==> src/rtl/btn_debounce_ctrl.sv <==
// Multi-channel push-button debouncer: 2-flop synchronizers, a shared sample tick
// derived from the rate-generator MSB, and one 4-state agreement FSM per channel.
//
// state        | meaning
// RELEASED     | stable released, btn_level = 0
// PRESS_PEND   | counting agreeing pressed samples, btn_level = 0
// PRESSED      | stable pressed, btn_level = 1
// RELEASE_PEND | counting agreeing released samples, btn_level = 1
module btn_debounce_ctrl #(
  parameter int N_BTN        = 4,
  parameter int STABLE_TICKS = 3
) (
  input  logic             clk,
  input  logic             rst,
  input  logic             rtg_in,
  input  logic [N_BTN-1:0] btn_in,
  output logic [N_BTN-1:0] btn_level,
  output logic [N_BTN-1:0] btn_press,
  output logic [N_BTN-1:0] btn_release
);

  typedef enum logic [1:0] {
    RELEASED     = 2'd0,
    PRESS_PEND   = 2'd1,
    PRESSED      = 2'd2,
    RELEASE_PEND = 2'd3
  } state_t;

  localparam logic [2:0] CNT_LAST = 3'(STABLE_TICKS - 1);

  logic [N_BTN-1:0] sync1_q, sync1_d;
  logic [N_BTN-1:0] sample_q, sample_d;
  logic             rtg_q, rtg_d;
  logic             tick;

  state_t           state_q [N_BTN];
  state_t           state_d [N_BTN];
  logic [2:0]       cnt_q   [N_BTN];
  logic [2:0]       cnt_d   [N_BTN];

  logic [N_BTN-1:0] level_q, level_d;
  logic [N_BTN-1:0] press_q, press_d;
  logic [N_BTN-1:0] release_q, release_d;

  always_comb begin
    sync1_d  = btn_in;
    sample_d = sync1_q;
    rtg_d    = rtg_in;
    tick     = rtg_in & ~rtg_q;
  end

  always_comb begin
    level_d = '0;
    for (int i = 0; i < N_BTN; i++) begin
      state_d[i] = state_q[i];
      cnt_d[i]   = cnt_q[i];
      if (tick) begin
        case (state_q[i])
          RELEASED: begin
            if (sample_q[i]) begin
              state_d[i] = PRESS_PEND;
              cnt_d[i]   = 3'd1;
            end
          end
          PRESS_PEND: begin
            if (!sample_q[i]) begin
              state_d[i] = RELEASED;
              cnt_d[i]   = 3'd0;
            end else if (cnt_q[i] >= CNT_LAST) begin
              state_d[i] = PRESSED;
              cnt_d[i]   = 3'd0;
            end else begin
              cnt_d[i] = cnt_q[i] + 3'd1;
            end
          end
          PRESSED: begin
            if (!sample_q[i]) begin
              state_d[i] = RELEASE_PEND;
              cnt_d[i]   = 3'd1;
            end
          end
          RELEASE_PEND: begin
            if (sample_q[i]) begin
              state_d[i] = PRESSED;
              cnt_d[i]   = 3'd0;
            end else if (cnt_q[i] >= CNT_LAST) begin
              state_d[i] = RELEASED;
              cnt_d[i]   = 3'd0;
            end else begin
              cnt_d[i] = cnt_q[i] + 3'd1;
            end
          end
          default: begin
            state_d[i] = RELEASED;
            cnt_d[i]   = 3'd0;
          end
        endcase
      end
      level_d[i] = (state_d[i] == PRESSED) || (state_d[i] == RELEASE_PEND);
    end
    // level_q always mirrors the registered state, so edges of level_d are the accepts
    press_d   = level_d & ~level_q;
    release_d = ~level_d & level_q;
  end

  always_ff @(posedge clk) begin
    if (rst) begin
      sync1_q   <= '0;
      sample_q  <= '0;
      rtg_q     <= 1'b1;
      level_q   <= '0;
      press_q   <= '0;
      release_q <= '0;
      for (int i = 0; i < N_BTN; i++) begin
        state_q[i] <= RELEASED;
        cnt_q[i]   <= 3'd0;
      end
    end else begin
      sync1_q   <= sync1_d;
      sample_q  <= sample_d;
      rtg_q     <= rtg_d;
      level_q   <= level_d;
      press_q   <= press_d;
      release_q <= release_d;
      for (int i = 0; i < N_BTN; i++) begin
        state_q[i] <= state_d[i];
        cnt_q[i]   <= cnt_d[i];
      end
    end
  end

  assign btn_level   = level_q;
  assign btn_press   = press_q;
  assign btn_release = release_q;

endmodule

==> config.mk <==
export PLATFORM = sky130hd
export DESIGN_NAME = btn_debounce_ctrl
export DESIGN_NICKNAME = d
export VERILOG_FILES = /design/src/rtl/btn_debounce_ctrl.sv
export SDC_FILE = /design/constraint.sdc
export NUM_CORES = 1
export LEC_CHECK = 0
export ABC_AREA = 1
export CORE_AREA = 2 2 66 68
export CTS_CLUSTER_SIZE = 14
export DETAILED_ROUTE_END_ITERATION = 8
export DIE_AREA = 0 0 68 70
export GPL_ROUTABILITY_DRIVEN = 0
export PLACE_DENSITY = 0.73
export RECOVER_POWER = 25
export REMOVE_ABC_BUFFERS = 1
export SLEW_MARGIN = 30
export SYNTH_ARGS = -nofsm -noshare
export SYNTH_HDL_FRONTEND = slang
export SYNTH_SLANG_ARGS = --single-unit
==> constraint.sdc <==
create_clock -name clk -period 2.35 [get_ports clk]
set_clock_uncertainty 0.05 [all_clocks]
set_input_delay 0.235 -clock clk [delete_from_list [all_inputs] [get_ports clk]]
set_output_delay 0.235 -clock clk [all_outputs]
set_load 0.05 [all_outputs]
==> impl_metrics.yaml, run 1 <==
run_status:
  outcome: "complete, no violations"
critical_path:
  worstSetupStartpointType: "input port"
  arrival_ns: 1.97
  max_stage_delay_ns: 0.77
  worstPathCellList: "dlygate4sd3_1 -> clkbuf_1 -> or2_2"
  timing_worst_setup_path_type: "input port to flip-flop"
  crit_fanout: 22
  crit_required_ns: 2.54
  crit_slowest_cell: "dlygate4sd3_1"
  cp-end-kind: "flip-flop"
routing:
  top_layer_used: "met4"
  firstDrtPassIters: 4
  post-route-drc-count: 0
  dr.first_iter.drc_count: 56
  antenna_left: 0
  wl_met3_um: 114
  via_per_inst: 4.668
  wl_per_cell_um: 10.12
  route.met2.wl_um: 1620
  vias: 1615
  wirelength_um: 3500
  wl_met1_um: 1684
clocking:
  cts_tree: "built"
  clk_pin_slew_ns: 0.07
  cts_resized: 0
  root_buffer: "clkbuf_8"
  cts_buffers: 5
  cts_hold_buf: 0
  clockBufferDepth: 2
  post_cts_buffers: 0
  cts_sinks: 41
  htreeDepth: 2
  clock_latency_ns: 0.29
sta:
  final_max_slew_viol_count: 0
  finalHoldViolations: 0
  max_slew_margin_pct: 39.12
  setup_viol: 0
  finalCritPeriodShare_pct: 75.80
  worst_slew_pin_slew_ns: 0.9132
  setup-tns-final_ns: 0
  rsz0062_at_grt: "no"
  worst_slack_ns: 0.5687
  period_needed_ns: 1.781
  fmax_mhz: 561.4
cells_and_area:
  n_antenna_cell: 0
  drive_above_1_share_pct: 4.422
  layout_commonest_cell: "nand2_1"
  mostFrequentLayoutCells: "69 x nand2_1, 44 x inv_1, 41 x dfxtp_1"
  area_delta_synth_final_pct: 16.14
  nets: 319
  final_cells: 346
  final_util_pct: 55.19
global_route:
  grt_max_degree: 23
  antenna_found_initial: 0
  grt_pass1_wl_um: 6016
  overflow: 0
  grt_pass1_vias: 1403
  grt_use_total_pct: 16.34
placement:
  pre_cts_slack_ns: 0.6057
  dp_hpwl_um: 2620
  port_buffers: 18
  dp_cells: 339
floorplan:
  die_w_um: 68
  ios: 19
  start_util_pct: 47.52
  die_area_um2: 4760
  die_h_um: 70
  rows: 24
  core_area_um2: 4144
worst_hold_path:
  hold_path_class: "flip-flop to flip-flop"
synth:
  synth_ff_type: "dfxtp_1"
  yosys_warnings: 0
  yosysUniqueCellTypes: 22
  async_reset_ff_share_pct: 0
  synth_area_um2: 1969
  synth_edf_count: 0
  avgSynthCellArea_um2: 7.240
  ys_seq_elements: 41
  syn_inst: 272
  synth_seq_area_share_pct: 41.68
pwr:
  p_total_mw: 1.228
  ir_drop_uv: 353.5
  leakage_nw: 1.048
  power_density_nw_per_um2: 536.7
job:
  maxCapViolCount: 0
-- layer usage --
layer	vias up	global-route usage (%)
li1	890	-
met1	695	21.31
met2	20	25.13
met3	10	3.543
met4	0	8.000
met5	-	0
-- final timing paths --
check / start / endpoint / slack, ns / depth (start not counted)
min reg2reg: sample_d[1] / sample_q[1] / 0.35 / 2
max: rst / rtg_q / 0.57 / 3
max reg2reg: state_q[2][1] / btn_press[2] / 0.68 / 10
min: sample_d[1] / sample_q[1] / 0.35 / 2
-- through the flow --
| stage | hold WS, ns | cell area [µm²] |
|---|---|---|
| 2_1_floorplan | 0.2541 | 1952 |
| 4_1_cts | 0.3551 | 2303 |
| 3_5_place_dp | 0.3447 | 2217 |
| 6_report | 0.3534 | 2287 |
| 5_1_grt | 0.3696 | 2287 |
| 3_3_place_gp | 0.3402 | 2217 |
-- cell families (layout without fill, tap and decap cells) --
| logic type | Yosys count | in the layout | synth area share [%] |
|---|---|---|---|
| flip-flops | 41 | 41 | 41.68 |
| buffers and inverters | 48 | 70 | 9.276 |
| XOR/XNOR | 1 | 1 | 0.4448 |
| AND/OR/NAND/NOR | 125 | 125 | 25.73 |
| adder cells (fa/ha/maj) | 18 | 18 | 11.44 |
| AO/OA/AOI/OAI | 39 | 39 | 11.44 |
-- report_power, final --
part | internal (mW) | switching, mW | total [mW] | leakage [nW]
sequential | 0.705 | 0.00722 | 0.712 | 0.332
combinational | 0.0236 | 0.0362 | 0.0598 | 0.671
clock | 0.233 | 0.223 | 0.456 | 0.0443
total | 0.961 | 0.266 | 1.23 | 1.05
-- layout make-up --
| type | instances | area, µm² |
|---|---|---|
| multi-input cells | 183 | 965.9 |
| clock buffers | 7 | 86.33 |
| well taps | 52 | 65.06 |
| inverters | 44 | 165.2 |
| fillers | 416 | 1857 |
| flip-flops and latches | 41 | 820.8 |
| repair buffers | 19 | 183.9 |
-- Yosys cell counts, types with 2 or more instances --
| master | count | share of area (%) |
|---|---|---|
| o211ai_1 | 3 | 1.1 |
| o21ai_2 | 2 | 0.89 |
| o21ai_1 | 2 | 0.51 |
| nand4_1 | 2 | 0.64 |
| nand3_1 | 12 | 3.0 |
| dfxtp_1 | 41 | 42 |
| clkbuf_1 | 2 | 0.38 |
| nor2_1 | 34 | 6.5 |
| ha_1 | 18 | 11 |
| nand2_1 | 69 | 13 |
| or2_2 | 2 | 0.64 |
| inv_1 | 44 | 8.4 |
| o21ai_0 | 9 | 2.3 |
| buf_2 | 2 | 0.51 |
| a21oi_1 | 20 | 5.1 |
| nor3_1 | 4 | 1.0 |
-- sequential cells by signal (all words and copies together) (netlist names) --
signal and count:
btn_release 4, state_q 8, btn_press 4, btn_level 4, sample_d 4, sample_q 4
rtg_q 1, cnt_q 12
-- critical path, delay by kind of cell --
| kind | cells | cell delay (ns) |
|---|---|---|
| simple gates | 1 | 0.23 |
| buf+inv | 2 | 1.50 |
(Power assumes the default switching activity.)
==> inputs of run 2 (changes only) <==
- PLACE_DENSITY: 0.73 -> 0.76
- clock period: 2.35 -> 1.49 ns (I/O delays scaled with it)
==> impl_metrics.yaml, run 2 (synthesis results as in run 1) <==
cells_and_area:
  design_area_um2: 2580
  mostFrequentLayoutCells: "60 x nand2_1, 38 x inv_1, 32 x dfxtp_1"
  n_antenna_cell: 0
  layout_commonest_cell: "nand2_1"
  final-seq-area_um2: 837.1
  top_register: "cnt_q"
  multi_input_area_um2: 1099
  top_regs: "cnt_q: 12 flops, state_q: 8 flops"
  drive_above_1_share_pct: 28.57
  nets: 340
  fillers: 358
  area_delta_synth_final_pct: 31.00
  largest_reg_flops: 12
floorplan:
  die_h_um: 70
  rows: 24
  start_util_pct: 47.52
  die_w_um: 68
  die_area_um2: 4760
  core_area_um2: 4144
  ios: 19
routing:
  antenna_left: 0
  wl_per_cell_um: 10.55
  post-route-drc-count: 0
  via_per_inst: 4.837
  firstDrtPassIters: 4
  dr.first_iter.drc_count: 79
  vias: 1775
  wirelength_um: 3871
global_route:
  grt_use_total_pct: 17.58
  antenna_found_initial: 0
  grt_pass1_vias: 1633
  overflow: 0
  grt_pass1_wl_um: 6506
  grt_max_degree: 30
sta:
  worst_slack_ns: 0.02476
  setup-tns-final_ns: 0
  period_needed_ns: 1.465
  max_slew_margin_pct: 61.03
  worst_slew_pin_slew_ns: 0.5871
  fmax_mhz: 682.5
  rsz0062_at_grt: "yes"
  final_max_slew_viol_count: 0
  finalCritPeriodShare_pct: 98.34
  setup_viol: 0
  finalHoldViolations: 0
  whs_ns: 0.3217
pwr:
  ir_drop_uv: 454.8
  swShare_pct: 21.94
  seqPwrFrac_pct: 57.0
  comb_power_share_pct: 6.4
  p_int_mw: 1.532
  switchingPower_mw: 0.4305
  power_density_nw_per_um2: 760.6
  clkPwrFrac_pct: 36.6
  leakage_nw: 1.180
placement:
  dp_hpwl_um: 2636
  place_area_um2: 2307
  port_buffers: 18
  pre_cts_slack_ns: -0.05869
job:
  maxCapViolCount: 0
clocking:
  htreeDepth: 2
  clk_pin_slew_ns: 0.07
  clockBufferDepth: 2
  cts_sinks: 41
  clock_latency_ns: 0.29
  cts_buffers: 5
  root_buffer: "clkbuf_8"
  cts_hold_buf: 0
  cts_tree: "built"
worst_hold_path:
  worstHoldStart: "btn_in[2]"
  hold_path_class: "input port to flip-flop"
critical_path:
  max_stage_delay_ns: 0.32
  r2r_end: "cnt_q[2][0]"
  crit_fanout: 3
  worstPathCellList: "buf_4 -> ha_4 -> o211ai_1 -> buf_4 -> nor3_2 -> nor2_1 -> nor2_1"
  r2r_cells: 7
  worstSetupStartpointType: "flip-flop"
  timing_worst_setup_path_type: "flip-flop to flip-flop"
  reg2reg_from: "state_q[2][0]"
  cp.depth: 7
  critical_path_buf_inv_count: 2
  crit_start: "state_q[2][0]"
  regToRegSetupSlack_ns: 0.02
  crit_end: "cnt_q[2][0]"
  crit_required_ns: 1.62
  crit_slowest_cell: "dfxtp_2"
  arrival_ns: 1.60
  cp-end-kind: "flip-flop"
  critPathTopFamily: "buffers and inverters"
run_status:
  outcome: "complete, no violations"
[run 2: cell types whose count changed in the layout (fill, tap and decap cells not counted), moves of 4 or more]
cell / previous run / this run
ha_1: 18 / 9
inv_2: 0 / 6
clkdlybuf4s50_1: 17 / 5
nand2_1: 69 / 60
inv_1: 44 / 38
dfxtp_2: 0 / 7
ha_2: 0 / 5
ha_4: 0 / 4
o21ai_1: 2 / 6
nand2_2: 1 / 10
buf_4: 0 / 31
dfxtp_1: 41 / 32
o21ai_0: 9 / 2
[run 2: power groups by stage]
stage | Combinational, mW | Clock [mW] | Sequential [mW]
after detailed placement | 0.112 | 0 | 1.15
after global routing | 0.140 | 0.790 | 1.12
after floorplan | 0.0517 | 0 | 1.15
after global placement | 0.110 | 0 | 1.15
after CTS | 0.112 | 0.738 | 1.12
final | 0.125 | 0.718 | 1.12
[run 2: timing repair]
action                                  4_1_cts  5_1_grt
resized for setup                             5       54
pin swaps                                     0       16
endpoints found under the setup margin        7       23
buffers inserted                              0        5
[run 2: layout make-up]
| cell class | count | area share (%) |
|---|---|---|
| repair buffers | 40 | 12.71 |
| multi-input cells | 183 | 42.58 |
| clock buffers | 7 | 3.346 |
| well taps | 52 | 2.522 |
| inverters | 44 | 6.402 |
| flip-flops and latches | 41 | 32.44 |
[run 2: worst min-delay path, cell delays in order]
cell             delay, ns
clkdlybuf4s50_1       0.39
inv_1                 0.05
nor2_1                0.03
[run 2: worst min path at each step]
stage                             end  slack, ns  cells after the start
after floorplan           cnt_q[0][0]       0.17                      1
after global placement    sample_q[3]       0.34                      2
after detailed placement  sample_q[2]       0.35                      2
after CTS                 sample_d[1]       0.32                      3
after global routing      sample_d[2]       0.33                      3
final                     sample_d[2]       0.32                      3
[run 2: per-layer routing]
layer	global-route usage, %	wire length [µm]	vias up
met3	4.992	159	12
met4	6.222	70	0
met1	20.06	1679	801
li1	-	-	932
met2	30.42	1961	30
met5	0	0	-
[run 2: metrics by stage]
step	std cells	total power, mW	util [%]
finish	367	1.962	62.26
global route	367	2.051	62.26
CTS	362	1.971	57.88
detailed placement	355	1.259	55.68
global placement	355	1.256	55.68
floorplan	268	1.200	-
==> inputs of run 3 (changes only) <==
- CTS_BUF_LIST: default -> sky130_fd_sc_hd__clkbuf_2
- clock period: 1.49 -> 1.3 ns (I/O delays scaled with it)
==> impl_metrics.yaml, run 3 (synthesis results as in run 1) <==
pwr:
  leakage_nw: 1.355
  ir_drop_uv: 492.2
  power_density_nw_per_um2: 642.0
routing:
  firstDrtPassIters: 4
  post-route-drc-count: 0
  via_per_inst: 5.080
  antenna_left: 0
  wirelength_um: 5383
  vias: 1961
  dr.first_iter.drc_count: 87
  wl_per_cell_um: 13.95
sta:
  setup-tns-final_ns: -2.853
  setup_viol: 24
  finalHoldViolations: 0
  period_needed_ns: 1.503
  rsz0062_at_grt: "yes"
  whs_ns: 0.1686
  worst_slack_ns: -0.2027
  final_max_slew_viol_count: 0
  fmax_mhz: 665.5
  worst_slew_pin_slew_ns: 0.5855
  finalCritPeriodShare_pct: 115.6
  max_slew_margin_pct: 60.97
critical_path:
  worstSetupStartpointType: "flip-flop"
  crit_fanout: 3
  crit_required_ns: 1.58
  r2r_cells: 11
  crit_end: "btn_press[3]"
  r2r_end: "btn_press[3]"
  crit_start: "state_q[3][0]"
  timing_worst_setup_path_type: "flip-flop to flip-flop"
  cp-end-kind: "flip-flop"
  reg2reg_from: "state_q[3][0]"
  regToRegSetupSlack_ns: -0.20
  arrival_ns: 1.78
run_status:
  outcome: "finished with violations"
  violations: "negative setup slack"
global_route:
  grt_max_degree: 20
  antenna_found_initial: 0
  overflow: 0
  grt_use_total_pct: 22.06
  grt_pass1_wl_um: 8114
  grt_pass1_vias: 1986
floorplan:
  die_area_um2: 4760
  core_area_um2: 4144
  ios: 19
  die_h_um: 70
  start_util_pct: 47.52
  rows: 24
  die_w_um: 68
placement:
  pre_cts_slack_ns: -0.2704
  dp_hpwl_um: 3055
  port_buffers: 18
  place_area_um2: 2582
cells_and_area:
  drive_above_1_share_pct: 46.41
  final-seq-area_um2: 848.3
  largest_reg_flops: 12
  multi_input_area_um2: 1351
  n_antenna_cell: 0
  top_register: "cnt_q"
  final_util_pct: 75.48
  fillers: 266
  design_area_um2: 3128
  nets: 359
  top_regs: "cnt_q: 12 flops, state_q: 8 flops"
  layout_commonest_cell: "nand2_1"
  mostFrequentLayoutCells: "48 x nand2_1, 31 x buf_4, 29 x dfxtp_1"
  area_delta_synth_final_pct: 58.83
clocking:
  clk_pin_slew_ns: 0.19
  cts_tree: "built"
  cts_sinks: 41
  cts_hold_buf: 0
  clock_latency_ns: 0.40
  cts_buffers: 5
  root_buffer: "clkbuf_2"
  htreeDepth: 2
  clockBufferDepth: 2
worst_hold_path:
  hold_path_class: "input port to flip-flop"
job:
  maxCapViolCount: 0
## run 3: metrics by stage
| step | cells | total power [mW] |
|---|---|---|
| after floorplan | 268 | 1.375 |
| final | 386 | 2.008 |
| after CTS | 380 | 2.002 |
| after global placement | 370 | 1.457 |
| after detailed placement | 370 | 1.461 |
| after global routing | 386 | 2.091 |
## run 3: metal layers
| layer | track usage (%) | part of all wire, % | vias to the layer above |
|---|---|---|---|
| li1 | - | - | 970 |
| met4 | 10.44 | 2.5 | 0 |
| met5 | 0 | 0 | - |
| met3 | 5.314 | 2.8 | 15 |
| met2 | 38.40 | 54 | 30 |
| met1 | 24.34 | 40 | 946 |
## run 3: what timing repair did
action,CTS,global route
pin swaps,23,27
gates resized for setup,70,73
buffers inserted,3,6
setup endpoints to repair,24,31
## run 3: where the power goes
part / internal (mW) / switching [mW] / total, mW
logic: 0.0844 / 0.100 / 0.185
registers: 1.27 / 0.0203 / 1.29
clock network: 0.125 / 0.410 / 0.535
## run 3: worst min-delay path by stage
stage,from,end,slack [ns],cells after the start
floorplan,rst,cnt_q[0][0],0.15,1
global placement,sample_d[1],sample_q[1],0.34,2
detailed placement,sample_d[0],sample_q[0],0.35,2
CTS,btn_in[1],sample_d[1],0.15,3
global route,btn_in[3],sample_d[3],0.15,3
finish,btn_in[3],sample_d[3],0.17,3
## run 3: cell type report
type | instances | area share [%]
repair buffers | 59 | 20.68
flip-flops and latches | 41 | 27.12
inverters | 44 | 5.840
clock buffers | 6 | 0.9600
multi-input cells | 183 | 43.20
well taps | 52 | 2.080
clock inverters | 1 | 0.1200
## run 3: critical path: stages (launching register included)
cell and delay [ns]:
dfxtp_2 0.38, buf_6 0.13, buf_6 0.12, ha_4 0.16, nand2_4 0.08, inv_2 0.04, a21oi_2 0.12, nand2_1 0.09
nand2_1 0.08, nand2_2 0.06, nand2_2 0.08, nor2_1 0.04
==> RTL change 1, RTL diff (settings of run 3) <==
Reset style: asynchronous (`rst`), changed in one clocked block.
--- a/src/rtl/btn_debounce_ctrl.sv
+++ b/src/rtl/btn_debounce_ctrl.sv
@@ -104,5 +104,5 @@
   end
 
-  always_ff @(posedge clk) begin
+  always_ff @(posedge clk or posedge rst) begin
     if (rst) begin
       sync1_q   <= '0;
Formal check against the unedited RTL: differs if rst is asserted again (counterexample within 10 cycles, from zero or initial values and one cycle with rst high); with rst held inactive, the same outputs for 10 cycles.
==> RTL change 1 against run 3 <==
  * Sequential cell count unchanged
  * Wire length down 39%
  * Worst setup slack better by 270 ps
  * Synthesized area down 4.0%
  * Design area down 21%
  * Synthesized cell count down 22%
  * Largest cell class is now flip-flops and latches
Power is left out: it rests on default switching activity, and per cell area and clock period it moved more than threefold.
==> RTL change 1: results (changes against run 3) <==
================================================================================
Run status                                                          finished clean
Number of vias in the routed layout                                         1474   -25%
Pin count of the biggest net entering global routing                          42   +110%
Final Net Count                                                              261   -27%
Cell type group with the largest total delay on the critical path     flip-flops
Number of global-route vias before repair                                   1397   -30%
Signal arrival time at the worst endpoint                                1480 ps   -300 ps
Worst r2r path cells                                                           8   -3
Met3 routed WL                                                            148 µm   -1.3%
Reg-to-reg setup timing slack                                              70 ps   +270 ps
Post-DP Area                                                         0.00232 mm²   -10%
Hold slack                                                                227 ps   +58.7 ps
Layout cell share with drive strength beyond 1                             0.262   -0.202
First-pass GRT wire length                                               5.61 mm   -31%
Critical Path Source                                                    cnt_q[6]
Clock latency reported for the late side of the worst-skew pair           380 ps   -20 ps
Cells taking the most area after synthesis                          sky130_fd_sc_hd__dfrtp_1 53%, sky130_fd_sc_hd__nand2_1 9.5%, sky130_fd_sc_hd__inv_1 7.7%, sky130_fd_sc_hd__nand3_1 6.4%, sky130_fd_sc_hd__ha_1 4.6%
Final HPWL DP                                                            2.30 mm   -25%
Startpoint of the tightest hold check path                             btn_in[1]
Met2 Use GR                                                                0.262   -0.122
Cell count of the worst hold path                                              1   -2
Commonest cells in the synthesized netlist                          48 x sky130_fd_sc_hd__nand2_1, 40 x sky130_fd_sc_hd__dfrtp_1, 39 x sky130_fd_sc_hd__inv_1
DR iter-0 viols                                                               56   -36%
Global-route track usage on met1                                           0.182   -0.0619
Routed wl met2                                                           1.72 mm   -41%
Slowest CP cell                                                     sky130_fd_sc_hd__dfrtp_1
Worst slew pin tran                                                       546 ps   -39.7 ps
Synth async-reset ratio                                                     1.00   +1.00
Dominant register cell in the synthesized netlist                   sky130_fd_sc_hd__dfrtp_1
Global router's overall resource usage                                     0.158   -0.0624
Count of distinct cell types in the synthesized netlist                       23   +4.5%
Sequential share of the synthesized area                                   0.543   +0.127
================================================================================
## RTL change 1: cell types whose count changed after synthesis, sizes merged, moves of 14 or more
cell	delta
a21oi	-17
nand2	-16
nand3	+14
dfrtp	+40
nor2	-15
dfxtp	-41
## RTL change 1: final cells by class
type | count | area, µm²
well taps | 52 | 65.1
multi-input cells | 127 | 753
repair buffers | 29 | 385
clock inverters | 2 | 33.8
flip-flops and latches | 41 | 1030
clock buffers | 6 | 30.0
fillers | 358 | 1680
inverters | 43 | 166
## RTL change 1: what timing repair did
item	CTS	global route
pin swaps	0	5
gates resized for setup	1	19
endpoints found under the setup margin	4	17
hold endpoints to repair	23	0
hold buffers	1	0
buffers inserted	0	1
## RTL change 1: metrics by stage
stage / worst slack [ps] / TNS [ps] / instances / util
3_3_place_gp: -61.7 / -820 / 290 / 0.559
4_1_cts: 18.5 / 0 / 299 / 0.578
6_report: 66.9 / 0 / 300 / 0.594
2_1_floorplan: 104 / 0 / 211 / -
5_1_grt: -28.6 / -112 / 300 / 0.594
3_5_place_dp: -87.7 / -1610 / 290 / 0.559
## RTL change 1: cell families (layout without fill, tap and decap cells)
family | after synthesis | in the layout | share of synthesized area
xor gates and xnor gates | 1 | 1 | 0.00463
and+or+nand+nor | 107 | 107 | 0.274
DFF | 41 | 41 | 0.543
AOI/OAI and AO/OA | 12 | 12 | 0.0331
adders and majority gates | 7 | 7 | 0.0463
buffers and inverters | 44 | 80 | 0.0986
## RTL change 1: path summary, 6_finish.rpt
path | to
setup reg to reg | btn_press[1]
setup / recovery | btn_press[1]
hold / removal | sample_d[1]
hold reg to reg | sample_q[2]
max in group asynchronous | rtg_q
min in group asynchronous | cnt_q[7]
==> RTL change 2, RTL diff (flow settings as in run 3) <==
Without the edit above. `N_BTN`: 4 -> 2.
--- a/src/rtl/btn_debounce_ctrl.sv
+++ b/src/rtl/btn_debounce_ctrl.sv
@@ -8,5 +8,5 @@
 // RELEASE_PEND | counting agreeing released samples, btn_level = 1
 module btn_debounce_ctrl #(
-  parameter int N_BTN        = 4,
+  parameter int N_BTN        = 2,
   parameter int STABLE_TICKS = 3
 ) (
Interface: changed (resized btn_in, btn_level, btn_press and btn_release); port bits go from 19 to 11. The function was not compared with the original's and may differ.
==> RTL change 2 against run 3 <==
  * The run still ends with negative setup slack left
  * First-iteration DRC count fell by 52%
  * Maximum frequency rose by 11%
  * Synthesized area fell by 49%
  * Wire length fell by 59%
  * Design area fell by 54%
  * Sequential cell count fell by 20
  * Worst setup slack improved by 150 ps
  * Total power fell by 49%
  * Critical path depth fell by 1
  * Largest power group unchanged
  * Worst hold slack improved by 83 ps
==> RTL change 2: results (changes against run 3) <==
================================================================================
Worst Slack Setup Final                                                 -52.0 ps   +151 ps
Leakage power                                                           0.627 nW   -54%
Max FFs per register                                                           6   -6
Run status                                                          finished, violations left
Number of input and output port buffers inserted                              10   -8
Worst-case setup slack after placement                                   -147 ps   +124 ps
Syn Area/Cell                                                           7.74 µm²   +6.9%
IR Drop Worst-Case VDD                                                    498 µV   +1.2%
Signal arrival time at the worst endpoint                                1560 ps   -220 ps
Setup TNS                                                                -250 ps   +2600 ps
Stage delay of the slowest cell on the critical path                      400 ps   +20 ps
Maximum level of the CTS H-tree                                                1   -1
Violated checks                                                     negative setup slack
Commonest cells in the synthesized netlist                          30 x sky130_fd_sc_hd__nand2_1, 21 x sky130_fd_sc_hd__dfxtp_1, 17 x sky130_fd_sc_hd__inv_1
Final setup violation count                                                    7   -71%
RR Startpoint                                                       state_q[0][2]
Area delta synth->final                                                    43.9%
Fraction of the mapped netlist area in adder cells                        0.0877   -0.0266
Final Net Count                                                              167   -53%
DR iter-0 viols                                                               42   -52%
Slowest CP cell                                                     sky130_fd_sc_hd__dfxtp_4
Global router's overall resource usage                                     0.103   -0.118
Cell type group with the largest total delay on the critical path     flip-flops
Registers with the highest flip-flop counts                         cnt_q: 6 flops, state_q: 4 flops
Post-DP Area                                                         0.00130 mm²   -50%
Sequential share of the synthesized area                                   0.421   +0.00428
XOR/XNOR share of the synthesized area                                   0.00877   +0.00432
================================================================================
==> RTL change 2: cells by family after synthesis <==
kind of cell    count (synthesis)
compound gates                 18
xor+xnor                        1
fa+ha+maj                       7
buf+inv                        23
flops                          21
simple gates                   59
==> RTL change 2: how the worst min path moves through the flow <==
stage | endpoint | startpoint | cells after the start
finish | sample_d[0] | btn_in[0] | 3
global route | sample_d[1] | btn_in[1] | 3
global placement | sample_q[0] | sample_d[0] | 2
floorplan | cnt_q[0][4] | rst | 1
detailed placement | sample_q[0] | sample_d[0] | 2
CTS | sample_d[1] | btn_in[1] | 3
==> RTL change 2: final cells by class <==
type / instances / area, µm²
Clock buffer: 3 / 15.0
Inverter: 21 / 86.3
Fill cell: 430 / 2710
Sequential cell: 21 / 430
Multi-Input combinational cell: 85 / 577
Timing Repair Buffer: 23 / 258
Tap cell: 52 / 65.1
Clock inverter: 1 / 5.00
==> RTL change 2: timing repair <==
item                       CTS  global route
hold buffers                 0             0
pin swaps                    8             5
gates resized for setup     29             5
setup buffers                1             1
setup endpoints to repair    8             8
==> RTL change 2: worst reg2reg max path, delay by kind of cell, from the launching register on <==
family	cells	cell delay, ps
AO/OA/AOI/OAI	1	110
adder cells (fa/ha/maj)	1	160
buffers and inverters	3	200
flip-flops	1	400
AND/OR/NAND/NOR	5	350
==> RTL change 2: power by group <==
part	leakage [nW]	internal, mW	switching, mW
Combinational	0.438	0.0361	0.0431
Sequential	0.173	0.651	0.00812
Clock	0.0164	0.0698	0.206
==> RTL change 2: per-layer routing <==
| layer | global-route usage | vias up | share of wire |
|---|---|---|---|
| li1 | - | 449 | - |
| met1 | 0.116 | 420 | 0.42 |
| met2 | 0.186 | 14 | 0.53 |
| met3 | 0.0113 | 5 | 0.024 |
| met4 | 0.0467 | 0 | 0.025 |
| met5 | 0 | - | 0 |
